`config.mk`:
```
export PLATFORM = sky130hd
export DESIGN_NAME = iob_cache_perf_csr
export DESIGN_NICKNAME = d
export VERILOG_FILES = /design/src/rtl/iob_cache_perf_csr_pkg.sv /design/src/rtl/iob_cache_perf_csr_wrap_det.sv /design/src/rtl/iob_cache_perf_csr.sv
export SDC_FILE = /design/constraint.sdc
export NUM_CORES = 1
export LEC_CHECK = 0
export ABC_CLOCK_PERIOD_IN_PS = 7300
export BUFFER_PORTS_ARGS = -buffer_cell sky130_fd_sc_hd__buf_2
export CAP_MARGIN = 25
export CORE_ASPECT_RATIO = 1.2
export CORE_MARGIN = 2
export CORE_UTILIZATION = 40
export DETAILED_ROUTE_END_ITERATION = 16
export GPL_TIMING_DRIVEN = 0
export PLACE_DENSITY = 0.72
export SKIP_CTS_REPAIR_TIMING = 1
export SLEW_MARGIN = 40
export SYNTH_ARGS = -nofsm -noshare
export SYNTH_HDL_FRONTEND = slang
export SYNTH_SLANG_ARGS = --single-unit
```
`constraint.sdc`:
```
create_clock -name clk_i -period 7.3 [get_ports clk_i]
set_input_delay 0.73 -clock clk_i [delete_from_list [all_inputs] [get_ports clk_i]]
set_output_delay 0.73 -clock clk_i [all_outputs]
set_load 0.005 [all_outputs]
```
`src/rtl/iob_cache_perf_csr_pkg.sv`:
```
// iob_cache_perf_csr_pkg: CSR word offsets, CTRL/STATUS bit indices and FSM states for the perf CSR.
package iob_cache_perf_csr_pkg;
  localparam logic [2:0] CSR_CTRL    = 3'd0;
  localparam logic [2:0] CSR_STATUS  = 3'd1;
  localparam logic [2:0] CSR_RH_SNAP = 3'd2;
  localparam logic [2:0] CSR_RM_SNAP = 3'd3;
  localparam logic [2:0] CSR_WH_SNAP = 3'd4;
  localparam logic [2:0] CSR_WM_SNAP = 3'd5;
  localparam int CTRL_CLR  = 0;
  localparam int CTRL_SNAP = 1;
  localparam int ST_RH = 0;
  localparam int ST_RM = 1;
  localparam int ST_WH = 2;
  localparam int ST_WM = 3;
  typedef enum logic {IDLE = 1'b0, RESP = 1'b1} state_t;
endpackage

```
`src/rtl/iob_cache_perf_csr_wrap_det.sv`:
```
// iob_cache_perf_csr_wrap_det: MSB-fall wrap detector with sticky flag, W1C and clear.
module iob_cache_perf_csr_wrap_det (
  input  logic clk_i,
  input  logic arst_i,
  input  logic msb,
  input  logic clr,
  input  logic mask,
  input  logic w1c,
  output logic flag
);
  logic msb_q;
  // A new wrap takes precedence over a simultaneous W1C of the same flag.
  always_ff @(posedge clk_i or posedge arst_i)
    if (arst_i) begin
      msb_q <= 1'b0;
      flag  <= 1'b0;
    end else if (clr) begin
      msb_q <= 1'b0;
      flag  <= 1'b0;
    end else begin
      msb_q <= msb;
      flag  <= (~mask & msb_q & ~msb) | (flag & ~w1c);
    end
endmodule

```
`src/rtl/iob_cache_perf_csr.sv`:
```
// iob_cache_perf_csr: IOb CSR reader for cache hit/miss counters with snapshot, clear pulse and wrap flags.
module iob_cache_perf_csr
  import iob_cache_perf_csr_pkg::*;
#(
  parameter int ADDR_W = 5,
  parameter int DATA_W = 32
) (
  input  logic                clk_i,
  input  logic                arst_i,
  input  logic                iob_avalid_i,
  input  logic [ADDR_W-1:0]   iob_addr_i,
  input  logic [DATA_W-1:0]   iob_wdata_i,
  input  logic [DATA_W/8-1:0] iob_wstrb_i,
  output logic                iob_ready_o,
  output logic                iob_rvalid_o,
  output logic [DATA_W-1:0]   iob_rdata_o,
  input  logic [DATA_W-1:0]   read_hit_cnt_i,
  input  logic [DATA_W-1:0]   read_miss_cnt_i,
  input  logic [DATA_W-1:0]   write_hit_cnt_i,
  input  logic [DATA_W-1:0]   write_miss_cnt_i,
  output logic                reset_counters_o
);
  state_t state, state_n;
  logic [2:0] word;
  logic acc, wr, rd, ctrl_wr, clr_req, snap;
  logic clr_d;
  logic [3:0] w1c, msb, wrap;
  logic [DATA_W-1:0] rh_s, rm_s, wh_s, wm_s, rmux;
  logic unused;
  assign unused = ^{iob_addr_i, iob_wdata_i};
  assign word = iob_addr_i[4:2];
  assign iob_ready_o = state == IDLE;
  assign iob_rvalid_o = state == RESP;
  assign acc = iob_avalid_i & iob_ready_o;
  assign wr = acc & |iob_wstrb_i;
  assign rd = acc & ~|iob_wstrb_i;
  assign ctrl_wr = wr & (word == CSR_CTRL);
  assign clr_req = ctrl_wr & iob_wdata_i[CTRL_CLR];
  assign snap = ctrl_wr & iob_wdata_i[CTRL_SNAP];
  assign w1c = (wr & (word == CSR_STATUS)) ? iob_wdata_i[3:0] : 4'b0;
  assign msb = {write_miss_cnt_i[DATA_W-1], write_hit_cnt_i[DATA_W-1],
                read_miss_cnt_i[DATA_W-1], read_hit_cnt_i[DATA_W-1]};
  always_comb
    state_n = (state == RESP) ? IDLE : (rd ? RESP : IDLE);
  always_ff @(posedge clk_i or posedge arst_i)
    if (arst_i) state <= IDLE;
    else state <= state_n;
  always_ff @(posedge clk_i or posedge arst_i)
    if (arst_i) begin
      reset_counters_o <= 1'b0;
      clr_d            <= 1'b0;
    end else begin
      reset_counters_o <= clr_req;
      clr_d            <= reset_counters_o;
    end
  always_ff @(posedge clk_i or posedge arst_i)
    if (arst_i) begin
      rh_s <= '0;
      rm_s <= '0;
      wh_s <= '0;
      wm_s <= '0;
    end else if (snap) begin
      rh_s <= read_hit_cnt_i;
      rm_s <= read_miss_cnt_i;
      wh_s <= write_hit_cnt_i;
      wm_s <= write_miss_cnt_i;
    end
  // Counters fall to zero right after the clear pulse; that fall must not look like a wrap.
  for (genvar i = 0; i < 4; i++) begin : g_wd
    iob_cache_perf_csr_wrap_det u_wd (
      .clk_i  (clk_i),
      .arst_i (arst_i),
      .msb    (msb[i]),
      .clr    (clr_req),
      .mask   (reset_counters_o | clr_d),
      .w1c    (w1c[i]),
      .flag   (wrap[i])
    );
  end
  always_comb begin
    rmux = '0;
    case (word)
      CSR_STATUS:  rmux[3:0] = wrap;
      CSR_RH_SNAP: rmux = rh_s;
      CSR_RM_SNAP: rmux = rm_s;
      CSR_WH_SNAP: rmux = wh_s;
      CSR_WM_SNAP: rmux = wm_s;
      default:     rmux = '0;
    endcase
  end
  always_ff @(posedge clk_i or posedge arst_i)
    if (arst_i) iob_rdata_o <= '0;
    else if (rd) iob_rdata_o <= rmux;
endmodule

```
==> results of run 1 <==
-- power by group through the flow --
stage / registers [mW] / logic (mW) / clock network, mW
floorplan: 1.26 / 0.354 / 0
global placement: 1.29 / 0.484 / 0
detailed placement: 1.29 / 0.501 / 0
CTS: 1.28 / 0.503 / 0.931
global route: 1.30 / 0.542 / 0.975
finish: 1.28 / 0.496 / 0.916
-- per-layer routing --
| layer | up-vias | GRT usage | part of all wire |
|---|---|---|---|
| met5 | - | 0 | 0 |
| met1 | 2656 | 0.256 | 0.43 |
| li1 | 2381 | - | - |
| met2 | 163 | 0.352 | 0.51 |
| met4 | 0 | 0.0507 | 0.013 |
| met3 | 21 | 0.0376 | 0.045 |
-- cells in the final DEF, fill, tap and decap left out, types with 5 or more instances in the layout --
cell type | synthesis | routed
buf_2 | 6 | 182
inv_1 | 6 | 5
o22ai_1 | 12 | 12
clkbuf_1 | 19 | 21
o21ai_0 | 17 | 17
mux2_2 | 7 | 7
clkbuf_16 | 0 | 17
buf_12 | 11 | 11
nor2b_1 | 7 | 7
a31oi_1 | 7 | 7
mux2_1 | 33 | 33
a221oi_1 | 24 | 24
o31ai_1 | 12 | 12
and4b_1 | 8 | 8
dfrtp_1 | 171 | 171
mux2_4 | 100 | 100
mux2i_1 | 32 | 32
-- area by class of cell --
cell class | count | area share
inverters | 7 | 0.00345
clock inverters | 8 | 0.0111
well taps | 261 | 0.0333
repair buffers | 178 | 0.0954
plain buffers | 42 | 0.0382
flip-flops and latches | 171 | 0.436
clock buffers | 23 | 0.0498
diodes | 1 | 0.000255
multi-input cells | 307 | 0.332
-- metrics by stage --
stage / setup slack [ps] / cells / hold WS, ps
floorplan: 1940 / 527 / 433
global placement: 44.0 / 964 / 428
detailed placement: 4220 / 966 / 445
CTS: 4630 / 997 / 221
global route: 4520 / 998 / 225
finish: 4630 / 998 / 236
-- worst min path at each step --
| stage | startpoint | to | slack [ps] |
|---|---|---|---|
| global route | arst_i | rh_s[12] | 220 |
| floorplan | reset_counters_o | clr_d | 430 |
| global placement | reset_counters_o | clr_d | 430 |
| CTS | arst_i | rh_s[12] | 220 |
| finish | arst_i | rh_s[12] | 240 |
| detailed placement | reset_counters_o | clr_d | 450 |
-- cell families after synthesis --
family          synth area share
flops                      0.539
simple gates              0.0429
mux                        0.286
compound gates            0.0812
buf+inv                   0.0504
-- sequential cells by signal (all words and copies together) (netlist names) --
register	cells
iob_rdata_o	32
g_wd.u_wd.msb_q	4
rm_s	32
clr_d	1
g_wd.u_wd.flag	4
wm_s	32
wh_s	32
rh_s	32
reset_counters_o	1
iob_rvalid_o	1
-- worst max-delay path: cells and delay by family --
kind | cells | cell delay, ps
and+or+nand+nor | 2 | 1160
buffers and inverters | 3 | 740
muxes | 1 | 340
==> results.md, run 1 <==
- The flow ran to the end, and the final reports show no timing, DRC or antenna violations.
- Of the total power, the share spent switching nets is 0.251.
- Measured against its own limit, the worst slew margin works out to 0.500.
- Each instance of the synthesized netlist takes up on average 15.1 um2.
- The filler cell count is 1,730.
- The wire length of the first global-routing pass is 31.7 mm.
- The height of the die is 158 um.
- Summed over all nets, the half-perimeter wirelength after detailed placement is 14.9 mm.
- The final-report setup violation count is 0.
- The largest total area in the synthesized netlist belongs to dfrtp_1.
- The data arrival time of the worst path is 2970 ps.
- In the routed design, unresolved DRC markers number 0.
- The number of buffers created by CTS is 17.
- Data on the critical path is required at its endpoint by 7590 ps.
- The synthesized flop and latch total is 171.
- At the end of the flow the core is filled with cells to 0.503.
- The worst-case IR drop observed on VDD is 0.152 mV.
- The number of max-capacitance violations reported is 0.
- The multi-input combinational cells in the finished layout cover a total of 0.00326 mm2.
- The count of yosys warnings during synthesis is 0.
- Relative to the synthesized area, the layout overhead comes to 23.6%.
- After detailed routing, the average wire length per cell comes to 20.7 um.
- In this run the worst setup path begins at iob_wstrb_i[1].
- The root buffer cell chosen for the clock tree is clkbuf_16.
- Across all register-to-register paths, the minimum setup slack is 4870 ps.
- The synthesized netlist occupies a cell area of 0.00794 mm2.
- Counting cells, the worst reg-to-reg path comes to 6.
- In this run the number of H-tree levels came out at 4.
- Setup repair after global routing left no endpoint under its margin.
- The share of the clock period used by the worst path after layout is 0.366.
- The most frequent cell after synthesis is dfrtp_1.
- The most critical setup path has its endpoint at iob_rdata_o[21].
- The cell-internal power is 2.02 mW.
- In this run the worst hold path is classified as in -> async.
- The effective utilization at floorplan is 0.407.
- The worst register-to-register path ends at iob_rdata_o[21].
- The number of distinct library cells after synthesis is 39.
- The number of slew-limit violations in the final report is 0.
- The slowest stage of the critical path belongs to the cell nor4_2.
- For this run, the post-layout net count is 896.
- The number of global-route vias before repair is 5,575.
- In this run the static leakage power is 4.99 nW.
- In this run the cell area measured after placement is 0.00921 mm2.
- The critical path class is in -> reg.
- The post-layout total power is 2.69 mW.
- For this run, the total global-route usage over all layers was measured as 0.200.
- Walking the worst path, the cells encountered are buf_2 > nor4_2 > nand2_1 > inv_2 > buf_4 > mux2_1.
- The per-cell via count in the routed design is 5.23.
- STA classifies the critical path startpoint as an input port.
- The sequential group share of total power is 0.476.
- By area the synthesized netlist is led by dfrtp_1 54%, mux2_4 19%, mux2_1 4.7%, mux2i_1 4.0%, buf_12 2.8%.
- The area of the placeable core is 0.0195 mm2.
- For this run, the leading register cell type out of synthesis is dfrtp_1.
- The top-area cell type share of the netlist area is 0.539.
- The horizontal die dimension is 133 um.
- Routability-driven placement finished with a final weighted congestion of 0.780.
- The slew at the pin closest to its max-slew limit is 743 ps.
- The beginning of the worst register-to-register path is iob_rvalid_o.
- The count of buffers added on input and output ports is 176.
- The highest clock rate is 374 MHz.
- The DRC violation total after the first TritonRoute iteration is 235.
- The fraction of power consumed by the clock network is 0.340.
- The detailed-route via count is 5,221.
- The post-synth net total is 699.
- The type of element capturing the critical path is a register.
- The register area is 0.00428 mm2.
- Adding up every negative setup slack in the final design gives 0 ps.
- The later pin in the worst-skew pair is clocked with a latency of 420 ps.
- Wires add up to 20.7 mm.
- Summed over all layers, the global routing overflow is 0.
- Across the routed clock network, the largest skew measured is 11.9 ps.
- The share of flip-flops with an asynchronous set or reset is 1.00.
- The TritonCTS clock tree is built.
- Yosys mapped a number of flops with a built-in enable equal to 0.
- The post-route minimum period is 2670 ps.
- The number of optimization iterations in the first detailed-route pass is 4.
- The pin count of the biggest net entering global routing is 81.
- The initial antenna violation count is 1.
- Of the total power, combinational logic draws 0.184.
- Of the cells placed in the final design, the portion with a size suffix greater than 1 is 0.466.
- The largest single stage delay on the critical path is 680 ps.
- The clock tree buffer depth is 2.
- Clock-pin slew was measured on the worst setup and hold paths at 60 ps.
- In this run the count of I/O pins placed on the die edge is 207.
- The number of clock sinks is 171.
- The power density normalized to cell area is 275 mW/mm2.
- Of the synthesized area, sequential elements account for 0.539.
- The die covers 0.0210 mm2.
- The instance count of the mapped netlist is 527.
- The post-detailed-route count of antenna-violating nets is 0.
- The largest driver fanout on the critical path is 10.
- The number of hold violations in the final report is 0.
- For this design the total switching power over the nets is 0.676 mW.
- The number of rows in the core area is 56.
- The finished cells cover 0.00981 mm2.
- The commonest cells after synthesis are 171 x dfrtp_1, 100 x mux2_4, 33 x mux2_1, 32 x mux2i_1, 24 x a221oi_1.
(Power assumes the default switching activity.)
==> inputs of run 2 (changes only) <==
ABC_AREA = 1   (was unset)
ABC_CLOCK_PERIOD_IN_PS = 2300   (was 7300)
PLACE_DENSITY = 0.75   (was 0.72)
clock period = 2.3 ns   (was 7.3 ns; I/O delays follow)
==> run 2 against run 1 <==
  * Sequential share of layout area fell by 0.95 points
  * First-iteration DRC count rose by 100%
  * Cell area rose by 2.2%
  * Routed wire length rose by 4.1%
  * Power rose to 3.0 times the previous value
  * Largest power group unchanged
  * Clock skew fell by 3.7 ps
  * Worst setup slack got worse by 4000 ps
  * Area after synthesis rose by 1.0%
  * Critical endpoint is now rm_s[5]
==> results.md, run 2 <==
- The type of element capturing the critical path is a register (unchanged).
- The number of clock sinks is 171 (unchanged).
- The post-synth net total is 1,091 (was 699).
- The worst slack at placement is 701 ps (was 4220 ps).
- The instance count of the mapped netlist is 919 (was 527).
- The number of slew-limit violations in the final report came to 0 (unchanged).
- The pin count of the biggest net entering global routing came to 25 (was 81).
- The startpoint kind of the worst setup timing path is a register (was input port).
- The initial antenna violation count is 1 (unchanged).
- The number of optimization iterations in the first detailed-route pass is 5 (was 4).
- The detailed placer's ending HPWL was 16.8 mm (was 14.9 mm).
- The data arrival time of the worst path is 1930 ps (was 2970 ps).
- The clock-pin slew reported for the worst setup and hold paths after clock tree synthesis is 60 ps (about the same).
- The setup TNS is 0 ps (unchanged).
- The overall die area is 0.0212 mm2 (was 0.0210 mm2).
- The number of distinct library cells after synthesis came to 23 (was 39).
- The total area of multi-input combinational cells is 0.00282 mm2 (was 0.00326 mm2).
- The effective utilization at floorplan is 0.409 (was 0.407).
- The number of hold violations in the final report is 0 (unchanged).
- Top cells by area, synth: dfrtp_1 53%, nand2_1 14%, o21ai_2 8.2%, inv_1 6.5%, buf_6 3.5% (was dfrtp_1 54%, mux2_4 19%, mux2_1 4.7%, mux2i_1 4.0%, buf_12 2.8%).
- The clock latency on the worst-skew pair is 430 ps (was 420 ps).
- The wire length of the first global-routing pass is 34.2 mm (was 31.7 mm).
- The cell-internal power was 5.90 mW (was 2.02 mW).
- The root buffer cell is clkbuf_16 (unchanged).
- The most frequent cell after synthesis was nand2_1 (was dfrtp_1).
- The wire length reported by the detailed router is 21.5 mm (was 20.7 mm).
- The total congestion overflow after global routing was 0 (unchanged).
- RSZ-0062 raised after global routing: no (unchanged).
- The net switching power is 2.20 mW (was 0.676 mW).
- The critical path class is reg -> reg (was in -> reg).
- The post-detailed-route count of antenna-violating nets is 0 (unchanged).
- The per-cell via count in the routed design is 4.74 (was 5.23).
- The worst-case setup margin in the final layout is 675 ps (was 4630 ps).
- The number of synthesized flops with an enable pin is 0 (unchanged).
- The leakage power of the design was 5.58 nW (was 4.99 nW).
- The filler cell count is 1,859 (was 1,730).
- The DRC violation total after the first TritonRoute iteration is 472 (was 235).
- The final-report setup violation count is 0 (unchanged).
- The share of flip-flops with an asynchronous set or reset is 1.00 (unchanged).
- The number of cells after detailed placement is 1,362 (was 966).
- The top-area cell type share of the netlist area is 0.534 (was 0.539).
- The number of buffers created by CTS is 17 (unchanged).
- The clock tree buffer depth is 2 (unchanged).
- The horizontal die dimension is 133 um (about the same).
- Most frequent cells in the layout: 298 x nand2_1, 187 x buf_2, 171 x dfrtp_1 (was 182 x buf_2, 171 x dfrtp_1, 100 x mux2_4).
- The headroom to the max-slew limit is 0.619 (was 0.500).
- Run status: finished, final reports clean (unchanged).
- The final estimated routing congestion in global placement was 0.888 (was 0.780).
- The level count of the clock H-tree is 4 (unchanged).
- The library cell with the largest summed area after synthesis was dfrtp_1 (unchanged).
- The post-synthesis instance area is 0.00802 mm2 (was 0.00794 mm2).
- The register-to-register setup slack was 680 ps (was 4870 ps).
- The dominant synthesized flop cell was dfrtp_1 (unchanged).
- The most frequent standard cell in the layout excluding fill and tap cells is nand2_1 (was buf_2).
- The post-route worst hold slack is 12.0 ps (was 236 ps).
- The worst min-delay path category is in -> reg (was in -> async).
- The required time of the worst setup path is 2600 ps (was 7590 ps).
- The largest driver fanout on the critical path is 10 (unchanged).
- The layout overhead on the synthesized area is 25.0% (was 23.6%).
- The count of yosys warnings during synthesis came to 0 (unchanged).
- The height of the die is 159 um (was 158 um).
- The power density normalized to cell area is 808 mW/mm2 (was 275 mW/mm2).
- The number of max-capacitance violations reported is 0 (unchanged).
- Static timing analysis puts the maximum clock frequency at 616 MHz.
- The switching power share of the total came to 0.272 (was 0.251).
- The post-layout total power is 8.10 mW (was 2.69 mW).
- The share of the clock period used by the worst path after layout is 0.706.
- The register area came to 0.00428 mm2 (unchanged).
- The fraction of power consumed by the clock network is 0.350 (was 0.340).
- The worst path needs 1620 ps of the cycle, external delays included.
- The mean routed wirelength per cell came to 15.5 um (was 20.7 um).
- The detailed-route via count is 6,607 (was 5,221).
- The count of buffers from port buffering is 174 (was 176).
- The synthesized flop and latch total is 171 (unchanged).
- The sequential group share of total power is 0.485 (was 0.476).
- The fraction of layout cells with a size suffix above 1 is 0.325 (was 0.466).
- The final clock skew came to 8.24 ps (was 11.9 ps).
- The post-layout net count was 1,293 (was 896).
- The global routing usage summed across all routing layers was 0.209 (was 0.200).
- The slew at the pin closest to its max-slew limit is 572 ps (was 743 ps).
- The number of I/O pins is 207 (unchanged).
- The number of global-route vias before repair is 6,632 (was 5,575).
- Commonest cells in the synthesized netlist: 298 x nand2_1, 171 x dfrtp_1, 138 x inv_1, 75 x o21ai_2, 46 x o21ai_0 (was 171 x dfrtp_1, 100 x mux2_4, 33 x mux2_1, 32 x mux2i_1, 24 x a221oi_1).
- The final non-filler cell total is 1,394 (was 998).
- The TritonCTS clock tree was built (unchanged).
- The combinational group share of total power was 0.165 (was 0.184).
- The peak supply drop was 0.561 mV (was 0.152 mV).
- The number of rows in the core area is 56 (unchanged).
- The area of the placeable core is 0.0196 mm2 (was 0.0195 mm2).
- The total DRC errors in the routed layout is 0 (unchanged).
- The average instance area after synthesis was 8.72 um2 (was 15.1 um2).
- The portion of the post-synthesis area used by sequential elements is 0.534 (was 0.539).
run 2: changes by cell type after synthesis, sizes merged, moves of 24 or more:
cell / delta
mux2i: -32
inv: +133
nand2: +297
nor2: +45
mux2: -140
a221oi: -24
o21ai: +134
a21oi: +36
run 2: critical path: stages, from the launching register on:
cell and delay [ps]:
dfrtp_1 430, nor2_4 250, nand4_4 180, buf_6 220
buf_6 150, nor2_1 200, a21oi_1 70
run 2: final cells by class:
class,count,area share
inverter,141,0.0533
buffer,47,0.0391
sequential,171,0.427
tap,261,0.0326
clock buffer,24,0.0491
timing repair buffer,183,0.109
multi-input combinational,560,0.281
antenna,1,0.000250
clock inverter,6,0.00874
run 2: power by group through the flow:
stage,Sequential (mW),Combinational [mW],Clock (mW)
4_1_cts,3.91,1.36,2.87
5_1_grt,3.97,1.52,3.01
6_report,3.92,1.34,2.83
3_3_place_gp,3.95,1.26,0
2_1_floorplan,3.87,0.857,0
3_5_place_dp,3.96,1.35,0
run 2: cell families (layout without fill, tap and decap cells):
family | Yosys count | after routing | synth area share
other | 0 | 1 | 0
DFF | 171 | 171 | 0.534
and+or+nand+nor | 366 | 366 | 0.187
AOI/OAI and AO/OA | 194 | 194 | 0.165
buffers and inverters | 188 | 401 | 0.115
run 2: final timing paths:
kind,from,cells after the start,end
worst min-delay path,write_miss_cnt_i[31],3,g_wd[3].u_wd.msb_q
worst max-delay path,iob_rvalid_o,6,rm_s[5]
worst max register to register,iob_rvalid_o,6,rm_s[5]
worst min register to register,reset_counters_o,0,clr_d
max in group asynchronous,arst_i,6,rh_s[21]
min in group asynchronous,arst_i,3,rm_s[6]
run 2: routing by layer:
layer	part of all wire	global-route usage	routed length (um)
met2	0.51	0.365	11100
met3	0.043	0.0350	921
met4	0.027	0.0774	589
met5	0	0	0
met1	0.42	0.259	8980
run 2: through the flow:
step                utilization  area, um2
floorplan                     -       8020
global placement          0.470       9220
detailed placement        0.481       9430
CTS                       0.510      10000
global route              0.511      10000
finish                    0.511      10000
